$ cat src/rtl/alu_wb_pkg.sv
// Shared types and instruction-field layout for the ALU write-back sequencer.
// The optional multiplier is enabled by defining ALU_WB_MUL_EN (see alu_wb_alu).
package alu_wb_pkg;

    typedef enum logic [3:0] {
        OP_NOP = 4'h0,
        OP_MOV = 4'h1,
        OP_ADD = 4'h2,
        OP_SUB = 4'h3,
        OP_AND = 4'h4,
        OP_OR  = 4'h5,
        OP_XOR = 4'h6,
        OP_NOT = 4'h7,
        OP_SHL = 4'h8,
        OP_SHR = 4'h9,
        OP_MUL = 4'hA,
        OP_LDI = 4'hB
    } op_t;

    typedef enum logic [1:0] {
        S_IDLE = 2'd0,
        S_READ = 2'd1,
        S_EXEC = 2'd2,
        S_WB   = 2'd3
    } state_t;

    localparam int OP_W = 4;

    // Instruction word is {op, d, s0, s1}; offsets depend on the address width.
    function automatic int off_s1(input int aw);
        return 0;
    endfunction

    function automatic int off_s0(input int aw);
        return aw;
    endfunction

    function automatic int off_d(input int aw);
        return 2 * aw;
    endfunction

    function automatic int off_op(input int aw);
        return 3 * aw;
    endfunction

endpackage

$ cat src/rtl/alu_wb_alu.sv
// Combinational opcode decode and ALU for the write-back sequencer.
// Opcode A is MUL only when ALU_WB_MUL_EN is defined; otherwise it decodes as a NOP.
module alu_wb_alu
    import alu_wb_pkg::*;
#(
    parameter int DW = 8,
    parameter int AW = 4
) (
    input  logic [OP_W-1:0] op,
    input  logic [DW-1:0]   a,
    input  logic [DW-1:0]   b,
    input  logic [2*AW-1:0] imm,
    output logic [DW-1:0]   result,
    output logic            carry,
    output logic            writes
);

`ifdef ALU_WB_MUL_EN
    logic [2*DW-1:0] prod;
`endif

    always_comb begin
        result = '0;
        carry  = 1'b0;
        writes = 1'b1;
`ifdef ALU_WB_MUL_EN
        prod   = '0;
`endif
        case (op)
            OP_MOV: result = a;
            OP_ADD: {carry, result} = {1'b0, a} + {1'b0, b};
            OP_SUB: begin
                result = a - b;
                carry  = (a < b);
            end
            OP_AND: result = a & b;
            OP_OR:  result = a | b;
            OP_XOR: result = a ^ b;
            OP_NOT: result = ~a;
            OP_SHL: begin
                result = {a[DW-2:0], 1'b0};
                carry  = a[DW-1];
            end
            OP_SHR: begin
                result = {1'b0, a[DW-1:1]};
                carry  = a[0];
            end
`ifdef ALU_WB_MUL_EN
            OP_MUL: begin
                prod   = {{DW{1'b0}}, a} * {{DW{1'b0}}, b};
                result = prod[DW-1:0];
                carry  = |prod[2*DW-1:DW];
            end
`endif
            OP_LDI: result = imm[DW-1:0];
            default: writes = 1'b0;
        endcase
    end

endmodule

$ cat src/rtl/alu_wb_seq.sv
// Execute/write-back sequencer in front of the register file: IDLE -> READ -> EXEC -> WB.
// Build option: ALU_WB_MUL_EN adds the MUL opcode in alu_wb_alu.
module alu_wb_seq
    import alu_wb_pkg::*;
#(
    parameter int DW = 8,
    parameter int AW = 4
) (
    input  logic                 clk,
    input  logic                 rst,
    input  logic                 in_valid,
    output logic                 in_ready,
    input  logic [OP_W+3*AW-1:0] in_instr,
    output logic [AW-1:0]        src0,
    output logic [AW-1:0]        src1,
    input  logic [DW-1:0]        rf_data0,
    input  logic [DW-1:0]        rf_data1,
    output logic [AW-1:0]        dst,
    output logic [DW-1:0]        data,
    output logic                 we,
    output logic                 done,
    output logic                 flag_z,
    output logic                 flag_c,
    output logic [1:0]           dbg_state
);

    localparam int OFF_OP = off_op(AW);
    localparam int OFF_D  = off_d(AW);
    localparam int OFF_S0 = off_s0(AW);
    localparam int OFF_S1 = off_s1(AW);

    // Handshake: an instruction transfers on a rising edge where in_valid && in_ready
    // and rst is low; in_ready is high exactly while the sequencer sits in IDLE.
    state_t          state;
    logic [OP_W-1:0] op_r;
    logic [AW-1:0]   d_r;
    logic [DW-1:0]   opa;
    logic [DW-1:0]   opb;
    logic            carry_r;
    logic            writes_r;

    logic [DW-1:0]   alu_result;
    logic            alu_carry;
    logic            alu_writes;

    assign in_ready  = (state == S_IDLE);
    assign dbg_state = state;

    alu_wb_alu #(.DW(DW), .AW(AW)) u_alu (
        .op     (op_r),
        .a      (opa),
        .b      (opb),
        .imm    ({src0, src1}),
        .result (alu_result),
        .carry  (alu_carry),
        .writes (alu_writes)
    );

    always_ff @(posedge clk) begin
        if (rst) begin
            state    <= S_IDLE;
            op_r     <= '0;
            d_r      <= '0;
            src0     <= '0;
            src1     <= '0;
            opa      <= '0;
            opb      <= '0;
            carry_r  <= 1'b0;
            writes_r <= 1'b0;
            dst      <= '0;
            data     <= '0;
            we       <= 1'b0;
            done     <= 1'b0;
            flag_z   <= 1'b0;
            flag_c   <= 1'b0;
        end else begin
            we   <= 1'b0;
            done <= 1'b0;
            case (state)
                S_IDLE: begin
                    if (in_valid) begin
                        op_r  <= in_instr[OFF_OP +: OP_W];
                        d_r   <= in_instr[OFF_D  +: AW];
                        src0  <= in_instr[OFF_S0 +: AW];
                        src1  <= in_instr[OFF_S1 +: AW];
                        state <= S_READ;
                    end
                end
                S_READ: begin
                    opa   <= rf_data0;
                    opb   <= rf_data1;
                    state <= S_EXEC;
                end
                S_EXEC: begin
                    carry_r  <= alu_carry;
                    writes_r <= alu_writes;
                    if (alu_writes) begin
                        dst  <= d_r;
                        data <= alu_result;
                        we   <= 1'b1;
                    end
                    done  <= 1'b1;
                    state <= S_WB;
                end
                S_WB: begin
                    // Flags commit on the same edge the register file takes the write.
                    if (writes_r) begin
                        flag_z <= (data == '0);
                        flag_c <= carry_r;
                    end
                    state <= S_IDLE;
                end
                default: state <= S_IDLE;
            endcase
        end
    end

endmodule
$ cat config.mk
export PLATFORM = sky130hd
export DESIGN_NAME = alu_wb_seq
export DESIGN_NICKNAME = d
export VERILOG_FILES = /design/src/rtl/alu_wb_pkg.sv /design/src/rtl/alu_wb_alu.sv /design/src/rtl/alu_wb_seq.sv
export SDC_FILE = /design/constraint.sdc
export NUM_CORES = 1
export LEC_CHECK = 0
export ABC_AREA = 1
export BUFFER_PORTS_ARGS = -buffer_cell sky130_fd_sc_hd__buf_2
export CAP_MARGIN = 40
export CORE_ASPECT_RATIO = 1.4
export CORE_MARGIN = 4
export CORE_UTILIZATION = 45
export CTS_CLUSTER_SIZE = 24
export DETAILED_ROUTE_END_ITERATION = 10
export PLACE_DENSITY_LB_ADDON = 0.2
export SLEW_MARGIN = 20
export SYNTH_ARGS = -nofsm -noshare
export SYNTH_HDL_FRONTEND = slang
export SYNTH_HIERARCHICAL = 1
export SYNTH_SLANG_ARGS = --single-unit
export TNS_END_PERCENT = 50
$ cat constraint.sdc
create_clock -name clk -period 4.4 [get_ports clk]
set_clock_uncertainty 0.2 [all_clocks]
set_input_delay 0.44 -clock clk [delete_from_list [all_inputs] [get_ports clk]]
set_output_delay 0.44 -clock clk [all_outputs]
set_load 0.01 [all_outputs]
# After elaboration in Yosys (flattened, before gate mapping)
# Cells that the tools add are included.
dict set report op_classes {
  add_sub_neg 2
  n_lt_le_gt_ge 1
  n_eq_ne 14
  mux 7
  n_bitwise 5
  reduce_logical 7
}
# operator count
set op_table {}
lappend op_table {{$pmux 8 s10} 1}
lappend op_table {{$eq 4x3->1 const B} 4}
lappend op_table {{$eq 4x4->1 const B} 3}
lappend op_table {{$reduce_or 10->1} 1}
lappend op_table {{$add 8x8->9} 1}
lappend op_table {{$and 8x8->8} 1}
lappend op_table {{$eq 4x2->1 const B} 2}
lappend op_table {{$logic_not 8->1} 1}
lappend op_table {{$lt 8x8->1} 1}
lappend op_table {{$not 8->8} 1}
lappend op_table {{$or 8x8->8} 1}
lappend op_table {{$pmux 2 s4} 1}
lappend op_table {{$sub 8x8->8} 1}
lappend op_table {{$xor 8x8->8} 1}
lappend op_table {{$reduce_and 2->1} 3}
lappend op_table {{$eq 2x2->1 const B} 2}
lappend op_table {{$eq 4x1->1 const B} 1}
lappend op_table {{$pmux 1 s4} 1}
lappend op_table {{$mux 1} 3}
lappend op_table {{$eq 2x1->1 const B} 1}
lappend op_table {{$logic_not 2->1} 1}
lappend op_table {{$mux 2} 1}
lappend op_table {{$ne 2x2->1 const B} 1}
lappend op_table {{$reduce_or 2->1} 1}
lappend op_table {{$not 1->1} 1}
dict set report word_totals {
  regBits 52
  input_bits 35
  out_inout_bits 27
  word_cells 51
}

# Depth between registers and ports, before layout
# Gate-level depths: netlist of run 1.
dict set report depth {
  word_depth 4
  ltp_mapped 13
  mapped_depth_nobuf 13
}

# By module
# The synthesis of run 1 kept the hierarchy.
# mod n_inst cells_each area_per_inst_um2 seq_area_each_um2
set by_module_without_submodules {}
lappend by_module_without_submodules {alu_wb_seq 1 240 2014.4 1041.0}
lappend by_module_without_submodules {alu_wb_alu 1 287 1555.2 0.0}

# Worst setup path before layout of run 1
# No wires, ideal clock.
dict set report synth_path {
  kind {flip-flop to flip-flop}
  start {register opa[0]}
  end {register data[2]}
  setup_ps 116
  arrival_ps 1756
  t_required_ps 4084
  slack_ps 2329
  path_stages_with_launch 12
  path_buffers 0
  period_less_slack_ps 2071
  path_cell_list {dfxtp_1 > inv_1 > ha_1 > inv_1 > fa_1 > or2_2 > nand3_1 > o21ai_0 > nor2_1 > nand3_1 > o21ai_0 > nor2_1}
}
dict set report synth_via {
  elab_chain_len 2
  elab_cells_between_ends 3
  classes_between {add/sub (2); mux (1)}
}
# element line_no
set synth_lines {}
lappend synth_lines {{from (decl)} alu_wb_seq.sv:37} ;# logic [DW-1:0] opa;
lappend synth_lines {{from (signal assigned)} alu_wb_seq.sv:90} ;# opa <= rf_data0;
lappend synth_lines {{$sub 8x8->8 / $add 8x8->9 (equally long branches)} {alu_wb_alu.sv:33, alu_wb_alu.sv:31}}
lappend synth_lines {{$pmux 8 s10 *} alu_wb_alu.sv:29} ;# case (op)
lappend synth_lines {{net alu_result[2]} alu_wb_seq.sv:42} ;# logic [DW-1:0] alu_result;
lappend synth_lines {{to (signal assigned)} alu_wb_seq.sv:99} ;# data <= alu_result;
lappend synth_lines {{to (decl)} alu_wb_seq.sv:19} ;# output logic [DW-1:0] data,
# The timed path passes the listed nets; every way through them passes the cells marked *.
# A chain may end at the register's enable or synchronous reset.

# Worst setup path after layout of run 1
# Ends and elaborated chain as after synthesis.

==> run_results.csv, run 1 <==
group,metric,value,unit
status,status,"finished clean",
clocking,hold_buffers,0,
floorplan,start_util,0.4606,
synthesis,synth_edf_count,0,
floorplan,coreArea,7750,µm²
sta,tightest_slew,0.6230,ns
synthesis,syn_area,3570,µm²
synthesis,netlist_instances,527,
hold_path,hp-start,"rf_data1[4]",
critical_path,rr_startpoint,"opa[0]",
power,ir_drop,0.0003545,V
sta,holdWs,0.1407,ns
critical_path,required,4.41,ns
synthesis,synth_nets,595,
critical_path,startpoint,"opa[0]",
clocking,path_clk_slew,0.10,ns
clocking,root_buffer,"clkbuf_8",
routing,totalWireLength,9.821,mm
grt,grt_max_degree,49,
flow_run,drv_cap,0,
synthesis,yosys.area.top_type_share,0.2916,
routing,first_iter_violations,267,
finish,syn2layout_area_growth,11.64,%
routing,viasPerCell,5.180,
routing,drc_errors,0,
grt,grt_pass1_vias,3407,
grt,antenna_found_initial,0,
synthesis,synth_seq_cells,52,
sta,period_share,0.5593,
sta,tns,0,ns
synthesis,synth_flop_cell,"dfxtp_1",
routing,dr.pass1.iters,5,
hold_path,min_path_type,"primary input to register",
sta,fmax,406.3,MHz
critical_path,critPathArrivalTime,2.47,ns
floorplan,ioPinCount,62,
synthesis,synth.area.top_cells,"dfxtp_1, nor2_1, ha_1",
grt,use_met2,0.3822,
placement,hpwlAfterDp,7.797,mm
routing,antenna_left,0,
clocking,cts_tree,"yes",
grt,grt_busiest_layer,"met2",
clocking,ctsResizeCount,0,
synthesis,synthArstFlopShare,0,
synthesis,ys_types,34,
critical_path,worst-path-max-fanout,6,
sta,slew_headroom,0.5846,
sta,rsz0062_at_grt,"no",
finish,layout-drive-gt1-share,0.2010,
finish,nets,649,
synthesis,synth_top_area_cell,"dfxtp_1",
clocking,numCtsBuffers,5,
sta,finalCriticalPeriod,2.461,ns
routing,wl_per_cell,14.40,µm
clocking,clkSinkCount,52,
synthesis,yosys_warnings,6,
floorplan,row_count,38,
grt,grt_use_met1,0.2519,
synthesis,syn_area_per_cell,6.774,µm²
grt,grt_pass1_wl,16.30,mm
clocking,clk_latency,0.31,ns
power,p_per_area,606.3,nW/µm²
floorplan,die_x,83.28,µm
floorplan,die-area,9442,µm²
clocking,h-tree-depth,2,
grt,met3_usage,0.02673,
placement,numPortBuffers,61,
finish,insertedDiodeCount,0,
grt,grt.overflow.total,0,
critical_path,worst_setup_path_start_kind,"register",
synthesis,ys_seq_area_frac,0.2916,
power,p_leak,1.928,nW
clocking,post_cts_buffers,0,
routing,vias,3533,
sta,setup_viol,0,
finish,n_fill_cell,805,
sta,drv_slew,0,
placement,routabilityCongestion,0.9683,
clocking,cts_buffer_depth,2,
critical_path,critPathKind,"register to register",
critical_path,cp-end-kind,"register",
synthesis,netlist_top_cells_count,"nor2_1, nand2_1, dfxtp_1, inv_1, o21ai_0",
sta,hold_viol_final,0,
grt,grt_use_total,0.2113,
floorplan,fp.dieH,113.4,µm
synthesis,synthMostInstantiatedCell,"nor2_1",
final cells by class:
cell class,instances,area (µm²),area share
Multi-Input combinational cell,399,2168,0.5441
Sequential cell,52,1041,0.2612
Timing Repair Buffer,62,325.3,0.08163
Inverter,61,234.0,0.05871
Tap cell,100,125.1,0.03140
Clock buffer,5,68.82,0.01727
Clock inverter,3,22.52,0.005651
per-stage QoR:
step | utilization | total power (W) | std cells | worst slack, ns | cell area [µm²]
after floorplan | - | 0.001784 | 527 | 2.329 | 3570
after global placement | 0.4998 | 0.002121 | 673 | 1.950 | 3874
after detailed placement | 0.4998 | 0.002137 | 673 | 1.992 | 3874
after CTS | 0.5116 | 0.002425 | 681 | 1.978 | 3965
after global routing | 0.5142 | 0.002652 | 682 | 1.755 | 3985
final | 0.5142 | 0.002416 | 682 | 1.939 | 3985
critical path, stage by stage, from the launching register on:
cell,delay [ns]
dfxtp_1,0.34
inv_1,0.19
ha_1,0.18
inv_1,0.08
fa_1,0.40
or2_2,0.31
nand3_1,0.08
o21ai_0,0.08
nor2_1,0.11
nand3_1,0.13
o21ai_0,0.20
nor2_1,0.06
logic make-up after synthesis:
group	synth area share
AO/OA/AOI/OAI	0.1497
flip-flops	0.2916
XOR/XNOR	0.002454
AND/OR/NAND/NOR	0.3354
adder cells (fa/ha/maj)	0.1199
buffers and inverters	0.1009
registers in the layout, summed over array words and instances, names as in the netlist, 2 cells and up:
register   count
data           8
opa            8
opb            8
d_r            4
dst            4
op_r           4
src0           4
src1           4
dbg_state      2
worst paths after layout:
| path | slack (ns) | cells after the start | end |
|---|---|---|---|
| worst max-delay path | 1.94 | 11 | data[2] |
| worst min-delay path | 0.14 | 3 | opb[4] |
| worst max register to register | 1.94 | 11 | data[2] |
| worst min register to register | 0.27 | 2 | writes_r |
power by group:
| group | total [W] | leakage (nW) | switching [W] | internal [W] |
|---|---|---|---|---|
| logic | 0.00136 | 1.45 | 0.000903 | 0.000459 |
| registers | 0.000774 | 0.427 | 0.000156 | 0.000618 |
| clock network | 0.000280 | 0.0485 | 0.000166 | 0.000114 |
| total | 0.00242 | 1.93 | 0.00123 | 0.00119 |
layout by cell type (no fill, tap or decap), types with 2 or more instances in the layout:
cell type / instances
nand3_1: 32
ha_1: 31
o21ai_1: 17
inv_1: 51
nand2_2: 5
o211ai_1: 3
o21ai_0: 40
clkbuf_8: 5
nor2_4: 4
fa_1: 2
inv_2: 9
dfxtp_1: 52
nand2_1: 83
a21oi_1: 17
nand3b_1: 2
nand2_4: 2
inv_6: 2
o22ai_1: 6
o21ai_2: 11
buf_2: 61
nor2_1: 117
nor2_2: 12
nand4_1: 7
metal layers:
layer / vias to the layer above / part of all wire
met4: 0 / 0.026
met3: 23 / 0.051
met2: 112 / 0.52
met1: 1602 / 0.41
li1: 1796 / -
met5: - / 0
(Power assumes the default switching activity.)
==> run 2, diff against run 1 <==
==> constraint.sdc (replaced) <==
create_clock -name clk -period 2.2 [get_ports clk]
set_clock_uncertainty 0.2 [all_clocks]
set_input_delay 0.22 -clock clk [delete_from_list [all_inputs] [get_ports clk]]
set_output_delay 0.22 -clock clk [all_outputs]
set_load 0.01 [all_outputs]
==> run_results.csv, run 2 (same netlist as run 1, synthesis figures left out) <==
group,metric,value,unit
sta,tns,0,ns
sta,drv_slew,0,
critical_path,worst-path-max-fanout,3,
floorplan,start_util,0.4606,
finish,layout_common_cells,"nor2_1, nand2_1, buf_2, inv_1, dfxtp_1",
sta,tightest_slew,0.6666,ns
floorplan,coreArea,7750,µm²
clocking,root_buffer,"clkbuf_8",
routing,antenna_left,0,
clocking,cts_buffer_depth,2,
placement,numPortBuffers,61,
routing,totalWireLength,10.93,mm
sta,hold_viol_final,0,
sta,rsz0062_at_grt,"no",
floorplan,die_x,83.28,µm
finish,multiInputGateArea,2197,µm²
finish,layout-drive-gt1-share,0.2306,
grt,grt_pass1_wl,17.64,mm
flow_run,drv_cap,0,
finish,layout.cells.non_filler,733,
clocking,post_cts_buffers,0,
power,p_per_area,1168,nW/µm²
status,status,"finished clean",
sta,setup_viol,0,
power,p_total,0.005242,W
power,ir_drop,0.0004788,V
finish,reg_top3,"data (8), opa (8), opb (8)",
critical_path,required,2.22,ns
hold_path,min_path_type,"primary input to register",
grt,grt.overflow.total,0,
routing,first_iter_violations,319,
placement,dp_cells,692,
sta,slew_headroom,0.5556,
routing,wl_per_cell,14.92,µm
placement,hpwlAfterDp,8.208,mm
routing,vias,3775,
placement,routabilityCongestion,0.9016,
finish,n_fill_cell,765,
sta,holdWs,0.04690,ns
power,p_leak,2.155,nW
critical_path,cp-end-kind,"register",
clocking,path_clk_slew,0.10,ns
finish,nets,700,
finish,syn2layout_area_growth,25.69,%
floorplan,fp.dieH,113.4,µm
grt,grt_max_degree,31,
clocking,numCtsBuffers,5,
critical_path,worst_setup_path_start_kind,"register",
floorplan,ioPinCount,62,
finish,final_common_cell,"nor2_1",
routing,drc_errors,0,
grt,grt_pass1_vias,3673,
sta,period_share,0.9468,
finish,insertedDiodeCount,0,
floorplan,row_count,38,
sta,fmax,480.1,MHz
clocking,h-tree-depth,2,
critical_path,critPathArrivalTime,2.10,ns
grt,antenna_found_initial,0,
critical_path,critPathKind,"register to register",
clocking,clk_latency,0.32,ns
floorplan,die-area,9442,µm²
clocking,clkSinkCount,52,
sta,finalCriticalPeriod,2.083,ns
clocking,cts_tree,"yes",
routing,viasPerCell,5.150,
grt,grt_use_total,0.2325,
finish,regArea,1049,µm²
routing,dr.pass1.iters,5,
[run 2: cell count changes in the layout (fill, tap and decap cells not counted), moves of 2 or more]
cell,before,now
ha_1,31,27
fa_2,0,2
dfxtp_2,0,3
dlygate4sd3_1,0,33
ha_2,0,3
buf_4,0,18
dfxtp_1,52,48
fa_1,2,0
[run 2: layout make-up]
class,instances,share of cell area
multi-input combinational,399,0.4897
tap,100,0.02789
sequential,52,0.2337
clock inverter,3,0.005020
timing repair buffer,113,0.1762
inverter,61,0.05215
clock buffer,5,0.01534
[run 2: routing by layer]
metal  track usage  wire, µm  vias up  part of all wire
li1              -         -     1895                 -
met1        0.2697      4431     1730              0.41
met2        0.4261      5613      130              0.51
met3       0.03324       567       20             0.052
met4       0.09597       321        0             0.029
met5             0         0        -                 0
[run 2: what timing repair did]
item / in CTS / in global routing
hold buffers: 33 / 0
setup endpoints to repair: 0 / 6
resized for setup: 0 / 13
hold endpoints to repair: 36 / 0
[run 2: critical path: stages, from the launching register on]
cell and delay, ns:
dfxtp_2 0.34, inv_1 0.07, ha_1 0.15, inv_1 0.07, fa_2 0.34, or2_2 0.30
nand3_1 0.08, o21ai_0 0.08, nor2_1 0.11, nand3_1 0.07, o21ai_1 0.13, nor2_1 0.05
[run 2: path summary, 6_finish.rpt]
kind            start            to  slack [ns]  cells past startpoint
min          in_valid  dbg_state[0]        0.05                      3
max            opa[0]       data[2]        0.12                     11
max reg2reg    opa[0]       data[2]        0.12                     11
min reg2reg  writes_r      writes_r        0.29                      2
[run 2: stage by stage]
step                      utilization  setup WS (ns)  instance area (µm²)
final                          0.5789         0.1170                 4487
after global routing           0.5789       0.004142                 4487
after CTS                      0.5743        0.03807                 4451
after detailed placement       0.5199        0.05587                 4029
after global placement         0.5199         0.1036                 4029
after floorplan                     -         0.1287                 3570
[run 2: where the power goes]
group | switching [W] | internal [W] | leakage (nW)
Combinational | 0.00198 | 0.00118 | 1.68
Clock | 0.000360 | 0.000229 | 0.0485
Sequential | 0.000255 | 0.00124 | 0.429
==> run 3, diff against run 2 <==
--- a/config.mk
+++ b/config.mk
@@ -13,7 +13,8 @@
 export CORE_UTILIZATION = 45
 export CTS_CLUSTER_SIZE = 24
 export DETAILED_ROUTE_END_ITERATION = 10
-export PLACE_DENSITY_LB_ADDON = 0.2
+export PLACE_DENSITY = 0.69
+export REMOVE_ABC_BUFFERS = 1
 export SLEW_MARGIN = 20
 export SYNTH_ARGS = -nofsm -noshare
 export SYNTH_HDL_FRONTEND = slang
==> run_results.csv, run 3 (same netlist as run 1, synthesis figures left out) <==
group,metric,value,unit
critical_path,required,2.22,ns
power,ir_drop,0.0006571,V
floorplan,start_util,0.4606,
placement,numPortBuffers,61,
grt,grt.overflow.total,0,
routing,drc_errors,0,
critical_path,cp-endpoint,"data[2]",
floorplan,ioPinCount,62,
hold_path,hold_depth,3,
clocking,cts_buffer_depth,2,
finish,reg_top3,"data (8), opa (8), opb (8)",
sta,finalCriticalPeriod,2.072,ns
floorplan,row_count,38,
critical_path,crit_family,"simple AND/OR/NAND/NOR gates",
floorplan,fp.dieH,113.4,µm
grt,antenna_found_initial,0,
critical_path,slowest_delay,0.35,ns
hold_path,min_path_type,"primary input to register",
sta,rsz0062_at_grt,"no",
grt,grt_max_degree,26,
critical_path,cp-end-kind,"register",
sta,setup_viol,0,
sta,period_share,0.9419,
clocking,root_buffer,"clkbuf_8",
critical_path,critPathKind,"register to register",
critical_path,r2r_end,"data[2]",
grt,grt_pass1_wl,17.62,mm
critical_path,rrSetupSlack,0.13,ns
finish,final_common_cell,"nor2_1",
critical_path,critical_path.cell_chain,"inv_2 -> ha_2 -> inv_1 -> fa_2 -> or2_2 -> nand3_1 -> o21ai_0 -> nor2_1 -> nand3_1 -> o21ai_1 -> nor2_1",
floorplan,die_x,83.28,µm
clocking,h-tree-depth,2,
finish,nets,701,
routing,wl_per_cell,14.35,µm
routing,vias,3704,
critical_path,crit_cells,11,
sta,tns,0,ns
critical_path,worst_setup_path_start_kind,"register",
status,status,"finished clean",
critical_path,rr_startpoint,"opa[0]",
routing,first_iter_violations,307,
sta,hold_viol_final,0,
sta,drv_slew,0,
routing,viasPerCell,5.046,
floorplan,die-area,9442,µm²
grt,grt_pass1_vias,3707,
clocking,post_cts_buffers,0,
power,p_per_area,1161,nW/µm²
clocking,clk_latency,0.31,ns
finish,syn2layout_area_growth,26.22,%
finish,layout_common_cells,"nor2_1, nand2_1, buf_2, inv_1, dfxtp_1",
critical_path,critPathArrivalTime,2.09,ns
clocking,numCtsBuffers,5,
clocking,clkSinkCount,52,
floorplan,coreArea,7750,µm²
critical_path,slowest_stage,"dfxtp_2",
sta,slew_headroom,0.5463,
clocking,path_clk_slew,0.10,ns
flow_run,drv_cap,0,
critical_path,critPathBufInv,2,
routing,antenna_left,0,
finish,final_util,0.5814,
critical_path,ff2ff_path_depth,11,
routing,totalWireLength,10.53,mm
placement,routabilityCongestion,0.9936,
finish,insertedDiodeCount,0,
routing,dr.pass1.iters,8,
placement,hpwlAfterDp,7.918,mm
sta,tightest_slew,0.6806,ns
critical_path,worst-path-max-fanout,3,
grt,grt_use_total,0.2283,
power,p_total,0.005229,W
critical_path,startpoint,"opa[0]",
finish,layout-drive-gt1-share,0.2366,
power,p_leak,2.164,nW
sta,fmax,482.6,MHz
clocking,cts_tree,"yes",
[run 3: layout make-up]
class / instances / area (µm²)
inverter: 61 / 234.0
tap: 100 / 125.1
timing repair buffer: 114 / 798.3
multi-input combinational: 399 / 2215
fill: 757 / 3244
clock buffer: 6 / 72.57
sequential: 52 / 1047
clock inverter: 2 / 13.76
[run 3: how the worst min path moves through the flow]
stage	start	endpoint
after floorplan	rst	dbg_state[0]
after global placement	rf_data0[7]	opa[7]
after detailed placement	rf_data0[4]	opa[4]
after CTS	in_valid	dbg_state[0]
after global routing	in_valid	dbg_state[0]
final	in_valid	dbg_state[0]
[run 3: power breakdown]
group	switching (W)	total, W	internal [W]
combinational	0.00197	0.00317	0.00120
sequential	0.000243	0.00149	0.00124
clock	0.000343	0.000571	0.000228
[run 3: per-stage QoR]
step / instance area [µm²] / worst slack (ns) / hold WS, ns / instances
finish: 4506 / 0.1279 / 0.05189 / 734
CTS: 4453 / 0.01748 / 0.04258 / 734
detailed placement: 4036 / 0.03439 / 0.2513 / 693
global placement: 4036 / 0.09887 / 0.2417 / 693
floorplan: 3443 / 0.1283 / 0.08907 / 512
global route: 4506 / 0.01769 / 0.07658 / 734
[run 3: worst min-delay path, delay by kind of cell]
family | cells | cell delay [ns]
AOI/OAI and AO/OA | 2 | 0.20
buffers and inverters | 1 | 0.12
[run 3: layer usage]
layer / vias to the layer above / global-route usage / part of all wire
li1: 1896 / - / -
met1: 1679 / 0.2620 / 0.42
met2: 109 / 0.4299 / 0.51
met3: 20 / 0.03540 / 0.047
met4: 0 / 0.07306 / 0.019
met5: - / 0 / 0
[run 3: repair_timing]
item,CTS,global route
hold buffers,33,0
endpoints found under the setup margin,0,7
resized for setup,0,22
hold endpoints to repair,36,0
